==> config.mk <==
export PLATFORM = sky130hd
export DESIGN_NAME = shifter_pipe
export DESIGN_NICKNAME = d
export VERILOG_FILES = /design/src/rtl/shifter_pipe.sv
export SDC_FILE = /design/constraint.sdc
export NUM_CORES = 1
export LEC_CHECK = 0
export BUFFER_PORTS_ARGS = -buffer_cell sky130_fd_sc_hd__buf_2
export CAP_MARGIN = 20
export CORE_MARGIN = 2
export CORE_UTILIZATION = 50
export DETAILED_ROUTE_END_ITERATION = 6
export PLACE_DENSITY = 0.72
export SETUP_SLACK_MARGIN = 0.15
export SLEW_MARGIN = 20
export SYNTH_ARGS = -nofsm -noshare
export SYNTH_HDL_FRONTEND = slang
export SYNTH_SLANG_ARGS = --single-unit
==> constraint.sdc <==
create_clock -name clk -period 3.73 [get_ports clk]
set_input_delay 0.373 -clock clk [delete_from_list [all_inputs] [get_ports clk]]
set_output_delay 0.373 -clock clk [all_outputs]
set_load 0.05 [all_outputs]
==> src/rtl/shifter_pipe.sv <==
// shifter_pipe: pipelined SLL/SRL/SRA barrel shifter; SHIFTER_PIPE_ROTATE_EN turns op 11 into ROR (else SRL).
// Latency: STAGES cycles accept-to-out_valid, one operation per cycle.
// Backpressure: combinational ready chain from out_ready; empty stages load even while downstream stalls.
module shifter_pipe #(
    parameter int XLEN   = 32,
    parameter int STAGES = 2,
    parameter int TAG_W  = 5
) (
    input  logic                    clk,
    input  logic                    rst,
    input  logic                    flush,
    input  logic                    in_valid,
    output logic                    in_ready,
    input  logic [XLEN-1:0]         in_data,
    input  logic [$clog2(XLEN)-1:0] in_shamt,
    input  logic [1:0]              in_op,
    input  logic [TAG_W-1:0]        in_tag,
    output logic                    out_valid,
    input  logic                    out_ready,
    output logic [XLEN-1:0]         out_data,
    output logic [TAG_W-1:0]        out_tag
);
    localparam int LVLS = $clog2(XLEN);
    localparam logic [1:0] OP_SLL = 2'b00;
    localparam logic [1:0] OP_SRA = 2'b10;
    localparam logic [XLEN-1:0] ONES = '1;
`ifdef SHIFTER_PIPE_ROTATE_EN
    localparam logic [1:0] OP_ROR = 2'b11;
`endif

    logic [STAGES-1:0] v_q;
    logic [STAGES-1:0] rdy;
    logic [XLEN-1:0]   dat_q [STAGES];
    logic [LVLS-1:0]   sh_q  [STAGES];
    logic [1:0]        op_q  [STAGES];
    logic [TAG_W-1:0]  tag_q [STAGES];
    logic [XLEN-1:0]   dat_d [STAGES];

    function automatic logic [XLEN-1:0] bit_rev(input logic [XLEN-1:0] d);
        logic [XLEN-1:0] r;
        for (int b = 0; b < XLEN; b++) r[b] = d[XLEN-1-b];
        return r;
    endfunction

    // One right-shift level by n; SLL arrives here already bit-reversed.
    function automatic logic [XLEN-1:0] shift_lvl(input logic [XLEN-1:0] d, input int n,
                                                  input logic [1:0] op);
        logic [XLEN-1:0] r;
        r = d >> n;
`ifdef SHIFTER_PIPE_ROTATE_EN
        if (op == OP_ROR)
            r = r | (d << (XLEN - n));
        else if (op == OP_SRA && d[XLEN-1])
            r = r | ~(ONES >> n);
`else
        if (op == OP_SRA && d[XLEN-1])
            r = r | ~(ONES >> n);
`endif
        return r;
    endfunction

    // Unrolled chain: a stage is ready unless it and everything below it is full and out stalls.
    always_comb begin
        rdy = '0;
        for (int k = 0; k < STAGES; k++) begin
            logic full;
            full = 1'b1;
            for (int j = k; j < STAGES; j++) full = full & v_q[j];
            rdy[k] = out_ready | ~full;
        end
    end

    for (genvar k = 0; k < STAGES; k++) begin : g_stage
        logic [XLEN-1:0] src;
        logic [XLEN-1:0] cur;
        logic [LVLS-1:0] sh;
        logic [1:0]      op;

        if (k == 0) begin : g_first
            assign src = (in_op == OP_SLL) ? bit_rev(in_data) : in_data;
            assign sh  = in_shamt;
            assign op  = in_op;
        end else begin : g_rest
            assign src = dat_q[k-1];
            assign sh  = sh_q[k-1];
            assign op  = op_q[k-1];
        end

        always_comb begin
            cur = src;
            for (int i = 0; i < LVLS; i++)
                if ((i * STAGES) / LVLS == k && sh[i]) cur = shift_lvl(cur, 1 << i, op);
            if (k == STAGES - 1 && op == OP_SLL) cur = bit_rev(cur);
        end

        assign dat_d[k] = cur;
    end

    always_ff @(posedge clk) begin
        if (rst) begin
            v_q <= '0;
            for (int k = 0; k < STAGES; k++) begin
                dat_q[k] <= '0;
                sh_q[k]  <= '0;
                op_q[k]  <= '0;
                tag_q[k] <= '0;
            end
        end else if (flush) begin
            v_q <= '0;
        end else begin
            if (rdy[0]) begin
                v_q[0]   <= in_valid;
                dat_q[0] <= dat_d[0];
                sh_q[0]  <= in_shamt;
                op_q[0]  <= in_op;
                tag_q[0] <= in_tag;
            end
            for (int k = 1; k < STAGES; k++) begin
                if (rdy[k]) begin
                    v_q[k]   <= v_q[k-1];
                    dat_q[k] <= dat_d[k];
                    sh_q[k]  <= sh_q[k-1];
                    op_q[k]  <= op_q[k-1];
                    tag_q[k] <= tag_q[k-1];
                end
            end
        end
    end

    assign in_ready  = rdy[0];
    assign out_valid = v_q[STAGES-1];
    assign out_data  = dat_q[STAGES-1];
    assign out_tag   = tag_q[STAGES-1];
endmodule
==> summary.txt, run 1 <==
run status = completed
number of global-route vias before repair = 3603
post-synthesis cell type count = 41
Clock transition at path regs = 0.08 ns
final setup TNS = 0 ns
post-synthesis register bit count = 80
placed inst area = 5650 um2
initial core utilization = 50.8%
max incr delay on CP = 0.69 ns
Worst Path Required = 3.79 ns
VDD IR max = 0.233 mV
commonest non-fill, non-tap cell in the layout = buf_2
Post-Synth XOR/XNOR Area = 0.161%
root buf cell = clkbuf_8
P_int = 0.00176 W
drt first pass iters = 4
# setup viols final = 0
clock net sink count = 80
EDFF count, synth = 78
Ports = 88
GRT Util Overall = 19.7%
design area = 5890 um2
CP arrival = 2.68 ns
first-pass GRT wire length = 17.9 mm
total congestion overflow = 0
fmax = 0.381 GHz
Syn Nets = 531
die width = 108 um
Cell Rows = 38
Slowest-stage cell, CP = nand2b_1
Flop pwr share = 45.2%
H-tree levels = 3
HPWL after DPL = 8.23 mm
DRT iter0 DRCs = 271
Mapped Area = 5430 um2
Core Box Area = 10700 um2
max cap viols = 0
cts hold-fix bufs = 0
total CTS buffers = 9
Sw Ratio = 30.0%
hold slack = 0.213 ns
Rel. slew slack = 29.6%
Crit. End Element = register
PortBufs = 87
total wire length = 11.0 mm
post-synthesis instance total = 482
Worst Setup Start Kind = register
Synth Area in Compound Gates = 12.3%
via/cell ratio = 5.83
Slew Limit Fails = 0
WP buf/inv = 0
setup bufs post-CTS = 0
Most used DFF post-synth = edfxtp_1
die area = 11700 um2
ANT cells = 0
Tmin final = 2.62 ns
clock skew = 0.0146 ns
Top Family by Delay on Critical Path = simple AND/OR/NAND/NOR gates
Leak = 2.32 nW
clock network power share = 29.6%
largest family of logic cells by synthesized area = multiplexers
sequential element share of the synthesized area = 43.9%
worst-margin pin slew = 1.05 ns
most frequent cells in the layout = 87 x buf_2, 78 x edfxtp_1, 55 x mux2i_1
final worst path period share = 70.3%
TritonCTS clock tree = yes
Skew-Pair Late Insertion Delay = 0.36 ns
Routed Antenna Nets = 0
Setup CP Type = register to register
HP Class = input pin to register
PostCTS Resize Cnt = 0
worst-path cell chain = nor2b_1, nand2_1, and2_1, nand2b_1, o22ai_1
NetSw = 0.000752 W
Max Buffers Root-to-Sink = 2
adder-cell area share of the yosys netlist = 0%
initial antenna violation count = 0
RePlAce Congestion = 0.859
Logic pwr share = 25.2%
mux contribution to synthesized area = 23.5%
Chip Height = 108 um
ys async rst share = 0%
RSZ-0062 raised after global routing = false
WL/cell = 16.8 um
via count = 3824
share of cells above drive strength 1 = 28.5%
crit-path max FO = 26
Final Hold Fails = 0
Warnings, synthesis = 0
Syn-to-layout area delta = 8.41%
DRC = 0
nets = 560
synthesized area per cell = 11.3 um2
largest net degree at the start of global routing = 42
power density cells = 426 nW/um2
simple-gate share of the synthesized area = 11.4%
-- sequential cells by signal, summed over array words and instances (netlist names) --
signal	cells
tag_q	10
sh_q	2
v_q	2
dat_q	64
op_q	2
-- layer usage --
metal / GRT usage (%) / up-vias / part of all wire [%]
met5: 0 / - / 0
met1: 27.4 / 1776 / 46
li1: - / 1884 / -
met4: 7.33 / 0 / 1.4
met2: 31.3 / 151 / 46
met3: 3.07 / 13 / 6.3
-- final cells by class --
class	count	area, um2
fill	925	4810
inverter	4	15.0
timing repair buffer	94	488
multi-input combinational	322	2590
clock buffer	10	128
sequential	80	2380
clock inverter	6	108
tap	140	175
-- power by group through the flow --
stage	Clock, W	Sequential [W]	Combinational [W]
6_report	0.000741	0.00113	0.000633
5_1_grt	0.000783	0.00114	0.000682
4_1_cts	0.000753	0.00113	0.000629
3_5_place_dp	0	0.00115	0.000628
3_3_place_gp	0	0.00115	0.000616
2_1_floorplan	0	0.00113	0.000540
-- final timing paths --
path	startpoint	to	slack, ns	cells past startpoint
setup / recovery	v_q[1]	dat_q[0][7]	1.11	5
setup reg to reg	v_q[1]	dat_q[0][7]	1.11	5
hold / removal	rst	v_q[0]	0.21	2
hold reg to reg	v_q[0]	v_q[1]	0.53	1
-- metrics by stage --
stage / utilization, % / instances / setup WS [ns] / total power (W)
floorplan: - / 482 / 0.836 / 0.00167
global placement: 52.9 / 640 / 1.08 / 0.00177
detailed placement: 52.9 / 640 / 1.04 / 0.00178
CTS: 55.1 / 656 / 1.14 / 0.00252
global route: 55.1 / 656 / 0.924 / 0.00261
finish: 55.1 / 656 / 1.11 / 0.00251
-- cells by family after synthesis --
kind of cell	count (synthesis)
buf+inv	80
mux	89
flops	80
compound gates	108
simple gates	124
xor+xnor	1
-- synthesized netlist by cell type, drive strengths merged (2+ instances only) --
cell    number  share of area [%]
inv          4               0.28
edfxtp      78                 43
nor2b       12                1.4
o21a         6               0.83
dfxtp        2               0.74
mux2         4               0.83
mux2i       55                 10
nor3         9               0.83
or2          2               0.23
and2         3               0.35
clkbuf      25                1.7
nor2        31                2.3
a211oi      11                1.5
nand2       24                1.7
o22ai       32                3.7
a21oi       20                1.8
mux4        30                 13
nand3       13                1.2
a31oi        6               0.69
buf         51                6.7
nand2b      12                1.4
a22o         2               0.32
o21ai       22                2.0
and3        15                1.7
nand3b       3               0.41
Power figures use the tool's default switching activity.
==> inputs of run 2 (changes only) <==
PLACE_DENSITY = 0.75   (was 0.72)
clock period = 2.3 ns   (was 3.73 ns; I/O delays follow)
==> run 2 against run 1 <==
  * Combinational power increased by 67%
  * Non-clock buffer count grew 20
  * Cell count rose by 3.0%
  * Routed wire length rose by 2.4%
  * Maximum frequency rose by 39%
  * Sequential share of layout area shrank 0.82 points
  * Critical path type unchanged
  * Largest cell class unchanged
==> summary.txt, run 2 (synthesized netlist as in run 1, its figures left out) <==
run status = completed
Routed Antenna Nets = 0
via/cell ratio = 5.89
PostCTS Resize Cnt = 0
clock net sink count = 80
die width = 108 um
most frequent cells in the layout = 87 x buf_2, 78 x edfxtp_1, 55 x mux2i_1
Worst Setup Start Kind = register
nets = 580
RePlAce Congestion = 0.930
total CTS buffers = 9
total wire length = 11.3 mm
ANT cells = 0
initial core utilization = 50.8%
cts hold-fix bufs = 0
HPWL after DPL = 8.67 mm
final worst path period share = 82.1%
share of cells above drive strength 1 = 31.7%
number of global-route vias before repair = 3680
worst-margin pin slew = 0.648 ns
fmax = 0.530 GHz
setup bufs post-CTS = 0
final setup margin = 0.413 ns
WL/cell = 16.7 um
final setup TNS = 0 ns
Biggest register = dat_q
placed inst area = 5810 um2
Slew Limit Fails = 0
Skew-Pair Late Insertion Delay = 0.35 ns
# setup viols final = 0
total congestion overflow = 0
Chip Height = 108 um
PortBufs = 87
Max Buffers Root-to-Sink = 2
Ports = 88
TritonCTS clock tree = yes
via count = 3982
Final Hold Fails = 0
max cap viols = 0
Syn-to-layout area delta = 10.7%
largest net degree at the start of global routing = 42
clock skew = 0.0183 ns
first-pass GRT wire length = 18.1 mm
Cell Rows = 38
Crit. End Element = register
GRT Util Overall = 19.6%
max FFs per register = 64
commonest non-fill, non-tap cell in the layout = buf_2
RSZ-0062 raised after global routing = false
Tmin final = 1.89 ns
CP arrival = 2.06 ns
drt first pass iters = 4
HP Class = input pin to register
Clock transition at path regs = 0.09 ns
Setup CP Type = register to register
root buf cell = clkbuf_8
Largest regs = dat_q (64), tag_q (10)
Rel. slew slack = 56.7%
initial antenna violation count = 0
worst slack, placed = 0.115 ns
die area = 11700 um2
crit-path max FO = 15
Leak = 2.40 nW
DRT iter0 DRCs = 257
Core Box Area = 10700 um2
VDD IR max = 0.275 mV
DRC = 0
design area = 6010 um2
fillcell total = 922
H-tree levels = 3
power density cells = 655 nW/um2
Worst Path Required = 2.48 ns
## run 2: cell types whose count changed in the layout (fill, tap and decap cells not counted)
cell and delta:
dfxtp_1 -1, bufinv_16 -2, nor2_1 -1, dfxtp_2 +1, clkinv_2 -1, clkbuf_1 -1, buf_4 +20, clkbuf_8 +1
clkinv_4 +3, nor2_2 +1
## run 2: report_power, final
part | internal, W | switching, W
clock network | 0.000534 | 0.000507
registers | 0.00176 | 0.0000815
logic | 0.000396 | 0.000662
## run 2: area by class of cell
| type | count | area [um2] | share of cell area, % |
|---|---|---|---|
| clock buffers | 10 | 138 | 2.29 |
| multi-input cells | 322 | 2600 | 43.2 |
| inverters | 4 | 15.0 | 0.250 |
| well taps | 140 | 175 | 2.91 |
| flip-flops and latches | 80 | 2380 | 39.6 |
| repair buffers | 114 | 638 | 10.6 |
| clock inverters | 6 | 68.8 | 1.14 |
## run 2: per-layer routing
layer / part of all wire, % / track usage, % / vias to the layer above
met5: 0 / 0 / -
met2: 48 / 32.7 / 168
met4: 2.0 / 7.05 / 0
met1: 44 / 25.8 / 1875
met3: 6.0 / 3.80 / 17
li1: - / - / 1922
## run 2: metrics by stage
step	utilization (%)	power (W)	hold slack, ns	cells
6_report	56.2	0.00394	0.0761	676
5_1_grt	56.2	0.00410	0.0772	676
4_1_cts	56.2	0.00395	0.0685	676
3_5_place_dp	54.3	0.00292	0.454	660
3_3_place_gp	54.3	0.00289	0.442	660
2_1_floorplan	-	0.00271	0.307	482
## run 2: final timing paths
check / start / cells after the start / endpoint / slack, ns
setup / recovery: sh_q[0][3] / 5 / dat_q[0][47] / 0.41
hold / removal: rst / 2 / v_q[0] / 0.08
setup reg to reg: sh_q[0][3] / 5 / dat_q[0][47] / 0.41
hold reg to reg: v_q[0] / 1 / v_q[1] / 0.54
## run 2: critical path: stages (launching register included)
cell	delay (ns)
edfxtp_1	0.73
buf_4	0.26
nor3_1	0.06
a221oi_1	0.34
nor2_1	0.08
a211oi_1	0.24
==> inputs of run 3 (changes only) <==
clock period = 1.6 ns   (was 2.3 ns; I/O delays follow)
==> run 3 against run 2 <==
  * Sequential share of layout area is 6.2 points lower
  * Clock power is 13% higher
  * Critical endpoint is now dat_q[0][63]
  * Critical path depth stayed put
  * First-iteration DRC count rose by 28%
  * Largest cell class unchanged
  * Setup slack lost 0.45 ns
  * The flow now finishes with violations (negative setup slack)
  * Routed wire length rose by 19%
  * Clock skew shrank 0.0067 ns
  * Die area unchanged
  * Flip-flop and latch count unchanged
  * Cell count increased by 7.5%
  * Sequential power grew 42%
==> summary.txt, run 3 (synthesized netlist as in run 1, its figures left out) <==
run status = complete, but fails checks
failing checks = negative setup slack
Clock transition at path regs = 0.07 ns
clock net sink count = 80
dpl cells = 694
Slowest-stage cell, CP = mux4_2
drt first pass iters = 5
via count = 4381
clock network power share = 20.0%
largest net degree at the start of global routing = 38
max cap viols = 0
Setup CP Type = register to register
max incr delay on CP = 0.57 ns
Final Hold Fails = 0
Logic pwr share = 35.5%
final setup margin = -0.0412 ns
NetSw = 0.00192 W
reg2reg setup slack = -0.04 ns
fmax = 0.609 GHz
Flop pwr share = 44.5%
total wire length = 13.4 mm
VDD IR max = 0.424 mV
initial core utilization = 50.8%
Tmin final = 1.64 ns
Syn-to-layout area delta = 31.3%
Max Buffers Root-to-Sink = 2
number of global-route vias before repair = 4018
Worst Setup Start Kind = register
Biggest register = dat_q
Core Box Area = 10700 um2
Largest regs = dat_q (64), tag_q (10)
WL/cell = 18.4 um
GRT Util Overall = 22.0%
Critical Path Source = sh_q[0][4]
# setup viols final = 3
DRC = 0
Rel. slew slack = 72.9%
r2r startpoint = sh_q[0][4]
Leak = 2.83 nW
Crit. End Element = register
Top cell by count, worst path = nor2_1
Top Family by Delay on Critical Path = multiplexers
final worst path period share = 103%
die area = 11700 um2
worst-path cell chain = mux4_2, mux2i_1, nor2_1, a31oi_1, nor2_1
DRT iter0 DRCs = 328
clock skew = 0.0116 ns
first-pass GRT wire length = 19.8 mm
Cell Rows = 38
HPWL after DPL = 9.33 mm
max FFs per register = 64
Chip Height = 108 um
CP arrival = 1.75 ns
WP buf/inv = 0
PortBufs = 87
Ports = 88
Multi-input gate area = 3120 um2
most frequent cells in the layout = 84 x buf_2, 78 x edfxtp_1, 54 x buf_4
FF/Latch Area = 2390 um2
Sw Ratio = 32.6%
Skew-Pair Late Insertion Delay = 0.35 ns
power density cells = 825 nW/um2
placed inst area = 6210 um2
crit-path max FO = 2
Hold Crit Start = rst
H-tree levels = 3
Slew Limit Fails = 0
nets = 632
total CTS buffers = 9
HP Class = input pin to register
ANT cells = 0
P_int = 0.00396 W
die width = 108 um
commonest non-fill, non-tap cell in the layout = buf_2
RSZ-0062 raised after global routing = true
final setup TNS = -0.0495 ns
worst-margin pin slew = 0.406 ns
total congestion overflow = 0
RePlAce Congestion = 0.885
root buf cell = clkbuf_8
design area = 7130 um2
TritonCTS clock tree = yes
non-filler cells, final = 727
Routed Antenna Nets = 0
fillcell total = 766
Worst Path Required = 1.71 ns
share of cells above drive strength 1 = 51.1%
via/cell ratio = 6.03
initial antenna violation count = 0
## run 3: metrics by stage
stage	setup WS, ns	total power, W	util [%]	hold WS, ns
global route	-0.140	0.00610	66.7	0.0391
CTS	-0.0435	0.00570	63.0	0.0125
global placement	-0.417	0.00429	58.0	0.388
finish	-0.0412	0.00588	66.7	0.0341
floorplan	-0.227	0.00394	-	0.237
detailed placement	-0.516	0.00434	58.0	0.404
## run 3: path summary, 6_finish.rpt
| path | endpoint | cells after the start |
|---|---|---|
| min reg2reg | v_q[1] | 1 |
| max | dat_q[0][63] | 5 |
| min | v_q[0] | 2 |
| max reg2reg | dat_q[0][63] | 5 |
## run 3: power groups by stage
stage / Combinational (W) / Clock, W / Sequential, W
floorplan: 0.00130 / 0 / 0.00263
global route: 0.00220 / 0.00126 / 0.00264
global placement: 0.00164 / 0 / 0.00265
detailed placement: 0.00168 / 0 / 0.00266
finish: 0.00209 / 0.00118 / 0.00262
CTS: 0.00187 / 0.00120 / 0.00262
## run 3: final cells by class
| class | instances | share of cell area (%) |
|---|---|---|
| Sequential cell | 80 | 33.5 |
| Timing Repair Buffer | 166 | 18.1 |
| Clock buffer | 13 | 1.95 |
| Tap cell | 140 | 2.46 |
| Inverter | 4 | 0.210 |
| Clock inverter | 2 | 0.105 |
| Multi-Input combinational cell | 322 | 43.7 |
## run 3: timing repair
item                                    in CTS  in global routing
gates cloned                                 0                  2
endpoints found under the setup margin      63                 64
hold buffers                                 0                  0
buffers inserted                             8                  8
pin swaps                                    9                  9
gates resized for setup                     80                 60
## run 3: worst reg2reg max path, delay by kind of cell (launching register included)
family,cells,cell delay (ns)
muxes,2,0.72
DFF,1,0.43
AOI/OAI and AO/OA,1,0.14
and+or+nand+nor,2,0.11
## run 3: routing by layer
layer | vias to the layer above | GRT usage [%] | wire (um)
met5 | - | 0 | 0
met3 | 44 | 4.46 | 839
met1 | 2105 | 27.5 | 5290
met4 | 0 | 8.70 | 563
li1 | 2029 | - | -
met2 | 203 | 37.6 | 6680
